===== config.mk =====
export PLATFORM = sky130hd
export DESIGN_NAME = llc_mesi_set_assoc_flat
export DESIGN_NICKNAME = d
export VERILOG_FILES = /design/src/rtl/llc_mesi_set_assoc_if.sv /design/src/rtl/llc_mesi_set_assoc.sv /design/src/flat_wrapper.sv
export SDC_FILE = /design/constraint.sdc
export NUM_CORES = 2
export LEC_CHECK = 0
export ABC_AREA = 0
export CELL_PAD_IN_SITES_DETAIL_PLACEMENT = 0
export CELL_PAD_IN_SITES_GLOBAL_PLACEMENT = 1
export CORE_MARGIN = 4
export CORE_UTILIZATION = 55
export DETAILED_ROUTE_END_ITERATION = 8
export DONT_BUFFER_PORTS = 1
export PLACE_DENSITY_LB_ADDON = 0.1
export SYNTH_ARGS = -nofsm -noshare
export SYNTH_HDL_FRONTEND = slang
export SYNTH_SLANG_ARGS = --single-unit

===== constraint.sdc =====
create_clock -name clock -period 9.05 [get_ports clock]
set_input_delay 2.2625 -clock clock [delete_from_list [all_inputs] [get_ports clock]]
set_output_delay 2.2625 -clock clock [all_outputs]
set_load 0.05 [all_outputs]

===== src/rtl/llc_mesi_set_assoc_if.sv =====
// llc_mesi_set_assoc_if: command, shared-bus, L1 and statistics signals of the LLC tag/state controller
interface llc_mesi_set_assoc_if #(
    parameter int ADDR_W = 32,
    parameter int CNT_W  = 16
);
    logic              cmd_valid;
    logic              cmd_ready;
    logic [3:0]        cmd_op;
    logic [ADDR_W-1:0] cmd_addr;
    logic [1:0]        snoop_in;
    logic [1:0]        snoop_out;
    logic              bus_valid;
    logic [2:0]        bus_op;
    logic [ADDR_W-1:0] bus_addr;
    logic              l1_valid;
    logic [2:0]        l1_msg;
    logic [ADDR_W-1:0] l1_addr;
    logic              done;
    logic [CNT_W-1:0]  n_reads;
    logic [CNT_W-1:0]  n_writes;
    logic [CNT_W-1:0]  n_hits;
    logic [CNT_W-1:0]  n_misses;

    modport master (
        output cmd_valid, cmd_op, cmd_addr, snoop_in,
        input  cmd_ready, snoop_out, bus_valid, bus_op, bus_addr, l1_valid, l1_msg, l1_addr,
        input  done, n_reads, n_writes, n_hits, n_misses
    );

    modport slave (
        input  cmd_valid, cmd_op, cmd_addr, snoop_in,
        output cmd_ready, snoop_out, bus_valid, bus_op, bus_addr, l1_valid, l1_msg, l1_addr,
        output done, n_reads, n_writes, n_hits, n_misses
    );
endinterface


===== src/rtl/llc_mesi_set_assoc.sv =====
// llc_mesi_set_assoc: set-associative LLC tag/state controller with MESI lines, tree PLRU and bus/L1 message sequencing
module llc_mesi_set_assoc #(
    parameter int ADDR_W   = 32,
    parameter int OFFSET_W = 6,
    parameter int INDEX_W  = 4,
    parameter int WAYS     = 8,
    parameter int CNT_W    = 16
) (
    input logic                 clock,
    input logic                 reset,
    llc_mesi_set_assoc_if.slave io
);
    localparam int TAG_W = ADDR_W - OFFSET_W - INDEX_W;
    localparam int SETS  = 1 << INDEX_W;
    localparam int WAY_W = $clog2(WAYS);
    localparam logic [ADDR_W-1:0] LINE_MASK = ~ADDR_W'((1 << OFFSET_W) - 1);
    localparam logic [2:0] B_READ = 3'd1, B_WRITE = 3'd2, B_INV = 3'd3, B_RWIM = 3'd4;
    localparam logic [2:0] L_GET = 3'd1, L_SEND = 3'd2, L_INV = 3'd3, L_EVICT = 3'd4;

    typedef enum logic [1:0] {ST_I, ST_S, ST_E, ST_M} mesi_t;
    typedef enum logic [3:0] {
        IDLE, LOOKUP, EV_GET, EV_WR, EV_EVICT, BUS, SN_GET, SN_WR, SN_INV, SEND, CLEAR, DONE
    } state_t;

    state_t             state_q, state_d, miss_next;
    mesi_t              st_q [SETS][WAYS];
    logic [TAG_W-1:0]   tag_q [SETS][WAYS];
    logic [WAYS-2:0]    plru_q [SETS];
    logic [3:0]         op_q;
    logic [ADDR_W-1:0]  addr_q, vaddr_q, line;
    logic [WAY_W-1:0]   way_q, hway, vway;
    logic [2:0]         bop_q;
    logic [1:0]         snp_q;
    logic [INDEX_W-1:0] clr_q, idx;
    logic [TAG_W-1:0]   tag;
    logic [CNT_W-1:0]   rd_q, wr_q, hit_q, miss_q;
    logic               hit, is_cpu, is_wr;
    mesi_t              hst, vst;

    // Victim way of a tree PLRU: each node bit selects the child to evict from (1 = right)
    function automatic logic [WAY_W-1:0] plru_way(input logic [WAYS-2:0] b);
        int n;
        n = 0;
        for (int l = 0; l < WAY_W; l++) n = 2 * n + 1 + int'(b[n]);
        return WAY_W'(n - (WAYS - 1));
    endfunction

    // Make every node on the path to way w point away from it
    function automatic logic [WAYS-2:0] plru_touch(input logic [WAYS-2:0] b, input logic [WAY_W-1:0] w);
        logic [WAYS-2:0] r;
        int n;
        r = b;
        n = 0;
        for (int l = WAY_W - 1; l >= 0; l--) begin
            r[n] = ~w[l];
            n = 2 * n + 1 + int'(w[l]);
        end
        return r;
    endfunction

    function automatic logic [CNT_W-1:0] sat(input logic [CNT_W-1:0] c);
        return (c == '1) ? c : c + 1'b1;
    endfunction

    assign idx       = addr_q[OFFSET_W +: INDEX_W];
    assign tag       = addr_q[ADDR_W-1 -: TAG_W];
    assign line      = addr_q & LINE_MASK;
    assign is_cpu    = op_q inside {4'd0, 4'd1, 4'd2};
    assign is_wr     = op_q == 4'd1;
    assign hst       = st_q[idx][hway];
    assign vst       = st_q[idx][vway];
    assign miss_next = (vst == ST_M) ? EV_GET : (vst == ST_I) ? BUS : EV_EVICT;

    // Tag compare over the addressed set; victim is the lowest invalid way, else the PLRU way
    always_comb begin
        hit = 1'b0;
        hway = '0;
        vway = plru_way(plru_q[idx]);
        for (int w = WAYS - 1; w >= 0; w--) begin
            if (st_q[idx][w] != ST_I && tag_q[idx][w] == tag) begin
                hit = 1'b1;
                hway = WAY_W'(w);
            end
            if (st_q[idx][w] == ST_I) vway = WAY_W'(w);
        end
    end

    // State register
    always_ff @(posedge clock) begin
        if (reset) state_q <= IDLE;
        else state_q <= state_d;
    end

    // Next state and one message per cycle; victim messages use the victim line address
    always_comb begin
        state_d = state_q;
        io.bus_valid = 1'b0;
        io.bus_op = 3'd0;
        io.bus_addr = '0;
        io.l1_valid = 1'b0;
        io.l1_msg = 3'd0;
        io.l1_addr = '0;
        case (state_q)
            IDLE: state_d = io.cmd_valid ? LOOKUP : IDLE;
            LOOKUP: case (op_q)
                4'd0, 4'd2: state_d = hit ? SEND : miss_next;
                4'd1: state_d = hit ? ((hst == ST_S) ? BUS : SEND) : miss_next;
                4'd3: state_d = (hit && hst == ST_S) ? SN_INV : DONE;
                4'd4: state_d = (hit && hst == ST_M) ? SN_GET : DONE;
                4'd6: state_d = !hit ? DONE : (hst == ST_M) ? SN_GET : SN_INV;
                4'd8: state_d = CLEAR;
                default: state_d = DONE;
            endcase
            EV_GET: begin
                io.l1_valid = 1'b1;
                io.l1_msg = L_GET;
                io.l1_addr = vaddr_q;
                state_d = EV_WR;
            end
            EV_WR: begin
                io.bus_valid = 1'b1;
                io.bus_op = B_WRITE;
                io.bus_addr = vaddr_q;
                state_d = EV_EVICT;
            end
            EV_EVICT: begin
                io.l1_valid = 1'b1;
                io.l1_msg = L_EVICT;
                io.l1_addr = vaddr_q;
                state_d = BUS;
            end
            BUS: begin
                io.bus_valid = 1'b1;
                io.bus_op = bop_q;
                io.bus_addr = line;
                state_d = SEND;
            end
            SN_GET: begin
                io.l1_valid = 1'b1;
                io.l1_msg = L_GET;
                io.l1_addr = line;
                state_d = SN_WR;
            end
            SN_WR: begin
                io.bus_valid = 1'b1;
                io.bus_op = B_WRITE;
                io.bus_addr = line;
                state_d = (op_q == 4'd6) ? SN_INV : DONE;
            end
            SN_INV: begin
                io.l1_valid = 1'b1;
                io.l1_msg = L_INV;
                io.l1_addr = line;
                state_d = DONE;
            end
            SEND: begin
                io.l1_valid = 1'b1;
                io.l1_msg = L_SEND;
                io.l1_addr = line;
                state_d = DONE;
            end
            CLEAR: state_d = (clr_q == '1) ? DONE : CLEAR;
            DONE: state_d = IDLE;
            default: state_d = IDLE;
        endcase
    end

    // Command latch, MESI/PLRU updates and saturating statistics
    always_ff @(posedge clock) begin
        if (reset) begin
            op_q <= '0;
            addr_q <= '0;
            vaddr_q <= '0;
            way_q <= '0;
            bop_q <= '0;
            snp_q <= '0;
            clr_q <= '0;
            rd_q <= '0;
            wr_q <= '0;
            hit_q <= '0;
            miss_q <= '0;
            for (int s = 0; s < SETS; s++) begin
                plru_q[s] <= '0;
                for (int w = 0; w < WAYS; w++) st_q[s][w] <= ST_I;
            end
        end else begin
            case (state_q)
                IDLE: if (io.cmd_valid) begin
                    op_q <= io.cmd_op;
                    addr_q <= io.cmd_addr;
                    clr_q <= '0;
                end
                LOOKUP: begin
                    snp_q <= 2'd0;
                    way_q <= hit ? hway : vway;
                    vaddr_q <= {tag_q[idx][vway], idx, {OFFSET_W{1'b0}}};
                    bop_q <= hit ? B_INV : is_wr ? B_RWIM : B_READ;
                    if (is_cpu) begin
                        rd_q <= is_wr ? rd_q : sat(rd_q);
                        wr_q <= is_wr ? sat(wr_q) : wr_q;
                        hit_q <= hit ? sat(hit_q) : hit_q;
                        miss_q <= hit ? miss_q : sat(miss_q);
                        if (hit) plru_q[idx] <= plru_touch(plru_q[idx], hway);
                        if (hit && is_wr && hst != ST_S) st_q[idx][hway] <= ST_M;
                    end
                    if (hit && op_q == 4'd3 && hst == ST_S) begin
                        snp_q <= 2'd1;
                        st_q[idx][hway] <= ST_I;
                    end
                    if (hit && (op_q == 4'd4 || op_q == 4'd6)) begin
                        snp_q <= (hst == ST_M) ? 2'd2 : 2'd1;
                        st_q[idx][hway] <= (op_q == 4'd4) ? ST_S : ST_I;
                    end
                    if (op_q == 4'd8) begin
                        rd_q <= '0;
                        wr_q <= '0;
                        hit_q <= '0;
                        miss_q <= '0;
                    end
                end
                BUS: begin
                    st_q[idx][way_q] <= (bop_q == B_READ) ? ((io.snoop_in == 2'd0) ? ST_E : ST_S) : ST_M;
                    plru_q[idx] <= plru_touch(plru_q[idx], way_q);
                end
                CLEAR: begin
                    plru_q[clr_q] <= '0;
                    for (int w = 0; w < WAYS; w++) st_q[clr_q][w] <= ST_I;
                    clr_q <= clr_q + 1'b1;
                end
                default: ;
            endcase
        end
    end

    // Tags carry no meaning while a line is invalid, so they are only written on fill
    always_ff @(posedge clock) begin
        if (state_q == BUS) tag_q[idx][way_q] <= tag;
    end

    assign io.cmd_ready = state_q == IDLE;
    assign io.done      = state_q == DONE;
    assign io.snoop_out = (state_q == DONE) ? snp_q : 2'd0;
    assign io.n_reads   = rd_q;
    assign io.n_writes  = wr_q;
    assign io.n_hits    = hit_q;
    assign io.n_misses  = miss_q;
endmodule


===== src/flat_wrapper.sv =====
// flat-port wrapper written by rule: the top's interface ports become plain ports
module llc_mesi_set_assoc_flat 
#(
    parameter int ADDR_W   = 32,
    parameter int OFFSET_W = 6,
    parameter int INDEX_W  = 4,
    parameter int WAYS     = 8,
    parameter int CNT_W    = 16
)
  (clock, reset, io_cmd_valid, io_cmd_op, io_cmd_addr, io_snoop_in, io_cmd_ready, io_snoop_out, io_bus_valid, io_bus_op, io_bus_addr, io_l1_valid, io_l1_msg, io_l1_addr, io_done, io_n_reads, io_n_writes, io_n_hits, io_n_misses);
  llc_mesi_set_assoc_if #(.ADDR_W(ADDR_W), .CNT_W(CNT_W)) io_i ();
  input logic clock;
  input logic reset;
  input wire logic [$bits(io_i.cmd_valid)-1:0] io_cmd_valid;
  input wire logic [$bits(io_i.cmd_op)-1:0] io_cmd_op;
  input wire logic [$bits(io_i.cmd_addr)-1:0] io_cmd_addr;
  input wire logic [$bits(io_i.snoop_in)-1:0] io_snoop_in;
  output wire logic [$bits(io_i.cmd_ready)-1:0] io_cmd_ready;
  output wire logic [$bits(io_i.snoop_out)-1:0] io_snoop_out;
  output wire logic [$bits(io_i.bus_valid)-1:0] io_bus_valid;
  output wire logic [$bits(io_i.bus_op)-1:0] io_bus_op;
  output wire logic [$bits(io_i.bus_addr)-1:0] io_bus_addr;
  output wire logic [$bits(io_i.l1_valid)-1:0] io_l1_valid;
  output wire logic [$bits(io_i.l1_msg)-1:0] io_l1_msg;
  output wire logic [$bits(io_i.l1_addr)-1:0] io_l1_addr;
  output wire logic [$bits(io_i.done)-1:0] io_done;
  output wire logic [$bits(io_i.n_reads)-1:0] io_n_reads;
  output wire logic [$bits(io_i.n_writes)-1:0] io_n_writes;
  output wire logic [$bits(io_i.n_hits)-1:0] io_n_hits;
  output wire logic [$bits(io_i.n_misses)-1:0] io_n_misses;
  assign io_i.cmd_valid = io_cmd_valid;
  assign io_i.cmd_op = io_cmd_op;
  assign io_i.cmd_addr = io_cmd_addr;
  assign io_i.snoop_in = io_snoop_in;
  assign io_cmd_ready = io_i.cmd_ready;
  assign io_snoop_out = io_i.snoop_out;
  assign io_bus_valid = io_i.bus_valid;
  assign io_bus_op = io_i.bus_op;
  assign io_bus_addr = io_i.bus_addr;
  assign io_l1_valid = io_i.l1_valid;
  assign io_l1_msg = io_i.l1_msg;
  assign io_l1_addr = io_i.l1_addr;
  assign io_done = io_i.done;
  assign io_n_reads = io_i.n_reads;
  assign io_n_writes = io_i.n_writes;
  assign io_n_hits = io_i.n_hits;
  assign io_n_misses = io_i.n_misses;
  llc_mesi_set_assoc #(.ADDR_W(ADDR_W), .OFFSET_W(OFFSET_W), .INDEX_W(INDEX_W), .WAYS(WAYS), .CNT_W(CNT_W)) u_core (.clock(clock), .reset(reset), .io(io_i));
endmodule

==> impl_metrics.tcl <==
set metrics [dict create \
    status "finished, final reports clean" \
    hold_slack_ns 0.457 \
    viasPerCell 6.81 \
    dp_slack_ns 0.780 \
    worstPathRequired_ns 9.65 \
    worst_path_max_delay_cell "dfxtp_4" \
    slew_headroom_pct 10.7 \
    cts_hold_buf 0 \
    synth_top_area_share_pct 67.5 \
    cts_root_buffer "clkbuf_16" \
    finalPower_mw 41.8 \
    clockBufferDepth 4 \
    cp-end-kind "flop" \
    yosys-top-cells-area "edfxtp_1, mux4_2, mux2i_1, nor2_1, dfxtp_1" \
    slowest_delay_ns 1.11 \
    max_slew.worst_pin.slew_ns 1.34 \
    cts.sinks 3324 \
    die_w_um 516 \
    start_kind "flop" \
    die_h_um 516 \
    crit_cells 18 \
    rows 186 \
    synth_area_um2 142000 \
    cp_max_fo 62 \
    finalCriticalPeriod_ns 8.61 \
    final-setup-viol-count 0 \
    ys_seq_elements 3324 \
    clkLatencyLatePin_ns 1.01 \
    fin_ws_ns 0.444 \
    crit_chain "buf_4 -> mux4_2 -> inv_1 -> a221oi_1 -> xnor2_1 -> nand4_1 -> nor4_1 -> nand3_1 -> a21oi_1 -> o22ai_4 -> mux2i_1 -> a32o_1 -> or3_1 -> nor3_1 -> a211oi_4 -> buf_12 -> buf_4 -> a211oi_1" \
    cp_common_cell "buf_4" \
    ff2ff_path_depth 18 \
    crit_arrival_ns 9.21 \
    skew_ns 0.0851 \
    start_util_pct 55.2 \
    path_delay_family "compound AO/OA/AOI/OAI gates" \
    regToRegSetupSlack_ns 0.44 \
    synth_enable_flop_cells 3184 \
    setup_tns_ns 0 \
    synth-main-ff-cell "edfxtp_1" \
    gp_congestion 0.996 \
    htreeDepth 5 \
    first_global_vias 81048 \
    syn_inst 8521 \
    dr.pass1.iters 6 \
    nFillCells 18485 \
    port_buffers 0 \
    dp_hpwl_mm 297 \
    synthDistinctLibCells 98 \
    drive_above_1_share_pct 22.3 \
    r2r-end "u_core.st_q[11][12]" \
    period_share_pct 95.1 \
    postCtsSetupRepairBufs 0 \
    syn_to_final_growth_pct 12.0 \
    drt_iter0_markers 12932 \
    crit_type "reg -> reg" \
    post_cts_resized 0 \
    async_reset_ff_share_pct 0 \
    cellPowerDensity_nw_per_um2 263 \
    grt-ovfl-total 0 \
    layout_commonest_cell "edfxtp_1" \
    layout.nets 8815 \
    drtAntennaViolNets 0 \
    rsz0062_at_grt "false" \
    yosys_warnings 0 \
    drv_cap 0 \
    hold_class "reg -> reg" \
    antenna_found_initial 26 \
    multi_input_area_um2 40900 \
    leakagePower_nw 51.3 \
    ff_latch_area_um2 98500 \
    ioPinCount 181 \
    synth_top_cell_by_area "edfxtp_1" \
    grt_first_pass_wirelength_mm 641 \
    final_cell_mix "edfxtp_1, nor2_1, mux4_2" \
    hold_viol_final 0 \
    drv_slew 0 \
    routed_wl_mm 465 \
    core_area_um2 257000 \
    cts_inserted_buffers 354 \
    cts_tree "built" \
    grt_max_degree 192 \
    synth_seq_area_share_pct 69.4 \
    die_area_um2 266000 \
    clk_pin_slew_ns 0.06 \
    track_usage_pct 34.8 \
    drc 0 \
    crit_path_end "u_core.st_q[11][12]" \
    clock.fmax_ghz 0.116 \
    synth_area_per_cell_um2 16.6 \
    critPathBufInv 4 \
    num_vias 84665 \
    ir_drop_mv 0.237 \
    wl_per_cell_um 37.4 \
]
-- cells in the mapped netlist, types with 23 or more instances --
library cell	number
nor4_1	30
buf_1	43
a221oi_1	24
a22oi_1	121
buf_6	33
o22ai_1	86
xnor2_1	157
dfxtp_1	140
nor2_1	821
o21ai_0	172
buf_2	149
a211oi_1	108
a21oi_1	230
and2_1	30
mux2i_1	562
a31oi_1	23
nor3_1	80
xor2_1	57
or3_1	25
mux2_2	156
edfxtp_1	3184
o211ai_1	36
a22o_1	44
mux4_2	670
nor2b_1	38
nand4_1	52
and3_1	25
nand3_1	152
clkbuf_1	250
nand2_1	487
buf_4	83
nand2b_1	62
inv_1	44
-- routing by layer --
layer  GRT usage, %  share of wire, %  up-vias
li1               -                 -    34272
met1           48.1                38    43958
met4           15.9               5.5       12
met2           51.1                44     5395
met3           10.7                13     1028
met5              0             0.041        -
-- worst min-delay path by stage --
| stage | from | to | cells past startpoint |
|---|---|---|---|
| floorplan | u_core.snp_q[1] | u_core.snp_q[1] | 2 |
| global placement | u_core.snp_q[1] | u_core.snp_q[1] | 2 |
| detailed placement | u_core.snp_q[1] | u_core.snp_q[1] | 2 |
| CTS | u_core.snp_q[1] | u_core.snp_q[1] | 2 |
| global route | u_core.snp_q[1] | u_core.snp_q[1] | 2 |
| finish | u_core.snp_q[1] | u_core.snp_q[1] | 2 |
-- power by group --
part | switching (mW) | internal, mW | leakage, nW
logic | 6.45 | 2.93 | 15.1
registers | 0.537 | 17.5 | 30.7
clock network | 5.94 | 8.40 | 5.49
total | 12.9 | 28.8 | 51.3
-- per-stage QoR --
step                      instance area, um^2  std cells  util [%]
after floorplan                        142000       8532         -
after global placement                 147000      11784      57.4
after detailed placement               147000      11784      57.4
after CTS                              159000      12412      61.8
after global routing                   159000      12417      61.8
final                                  159000      12425      61.8
-- final cells by class --
class | count | area share, %
antenna | 13 | 0.0205
clock buffer | 436 | 5.80
clock inverter | 192 | 1.33
inverter | 51 | 0.133
multi-input combinational | 4598 | 25.7
sequential | 3324 | 62.1
tap | 3384 | 2.67
timing repair buffer | 427 | 2.22
-- kinds of logic after synthesis --
family	Yosys count	share of synthesized area (%)
adders and majority gates	18	0.159
xor gates and xnor gates	214	1.32
muxes	1393	15.9
buffers and inverters	610	2.14
DFF	3324	69.4
and+or+nand+nor	1915	6.09
AOI/OAI and AO/OA	1046	4.95
other	1	0.00265
-- sequential cells by signal, summed over array words and instances, names as in the netlist, named ones only --
name / flops
u_core.io.n_hits: 16
u_core.snp_q: 2
u_core.vaddr_q: 26
u_core.addr_q: 26
u_core.plru_q: 112
u_core.tag_q: 2816
u_core.way_q: 3
u_core.bop_q: 3
u_core.clr_q: 4
u_core.op_q: 4
u_core.io.n_misses: 16
u_core.io.n_writes: 16
u_core.io.n_reads: 16
u_core.state_q: 4
u_core.st_q: 256
-- worst register-to-register path, delay by kind of cell, from the launching register on --
family                    cells  cell delay, ns
buffers and inverters         4            1.44
muxes                         2            0.58
and+or+nand+nor               5            2.03
AOI/OAI and AO/OA             6            2.87
DFF                           1            1.11
xor gates and xnor gates      1            0.24
Power figures use the tool's default switching activity.
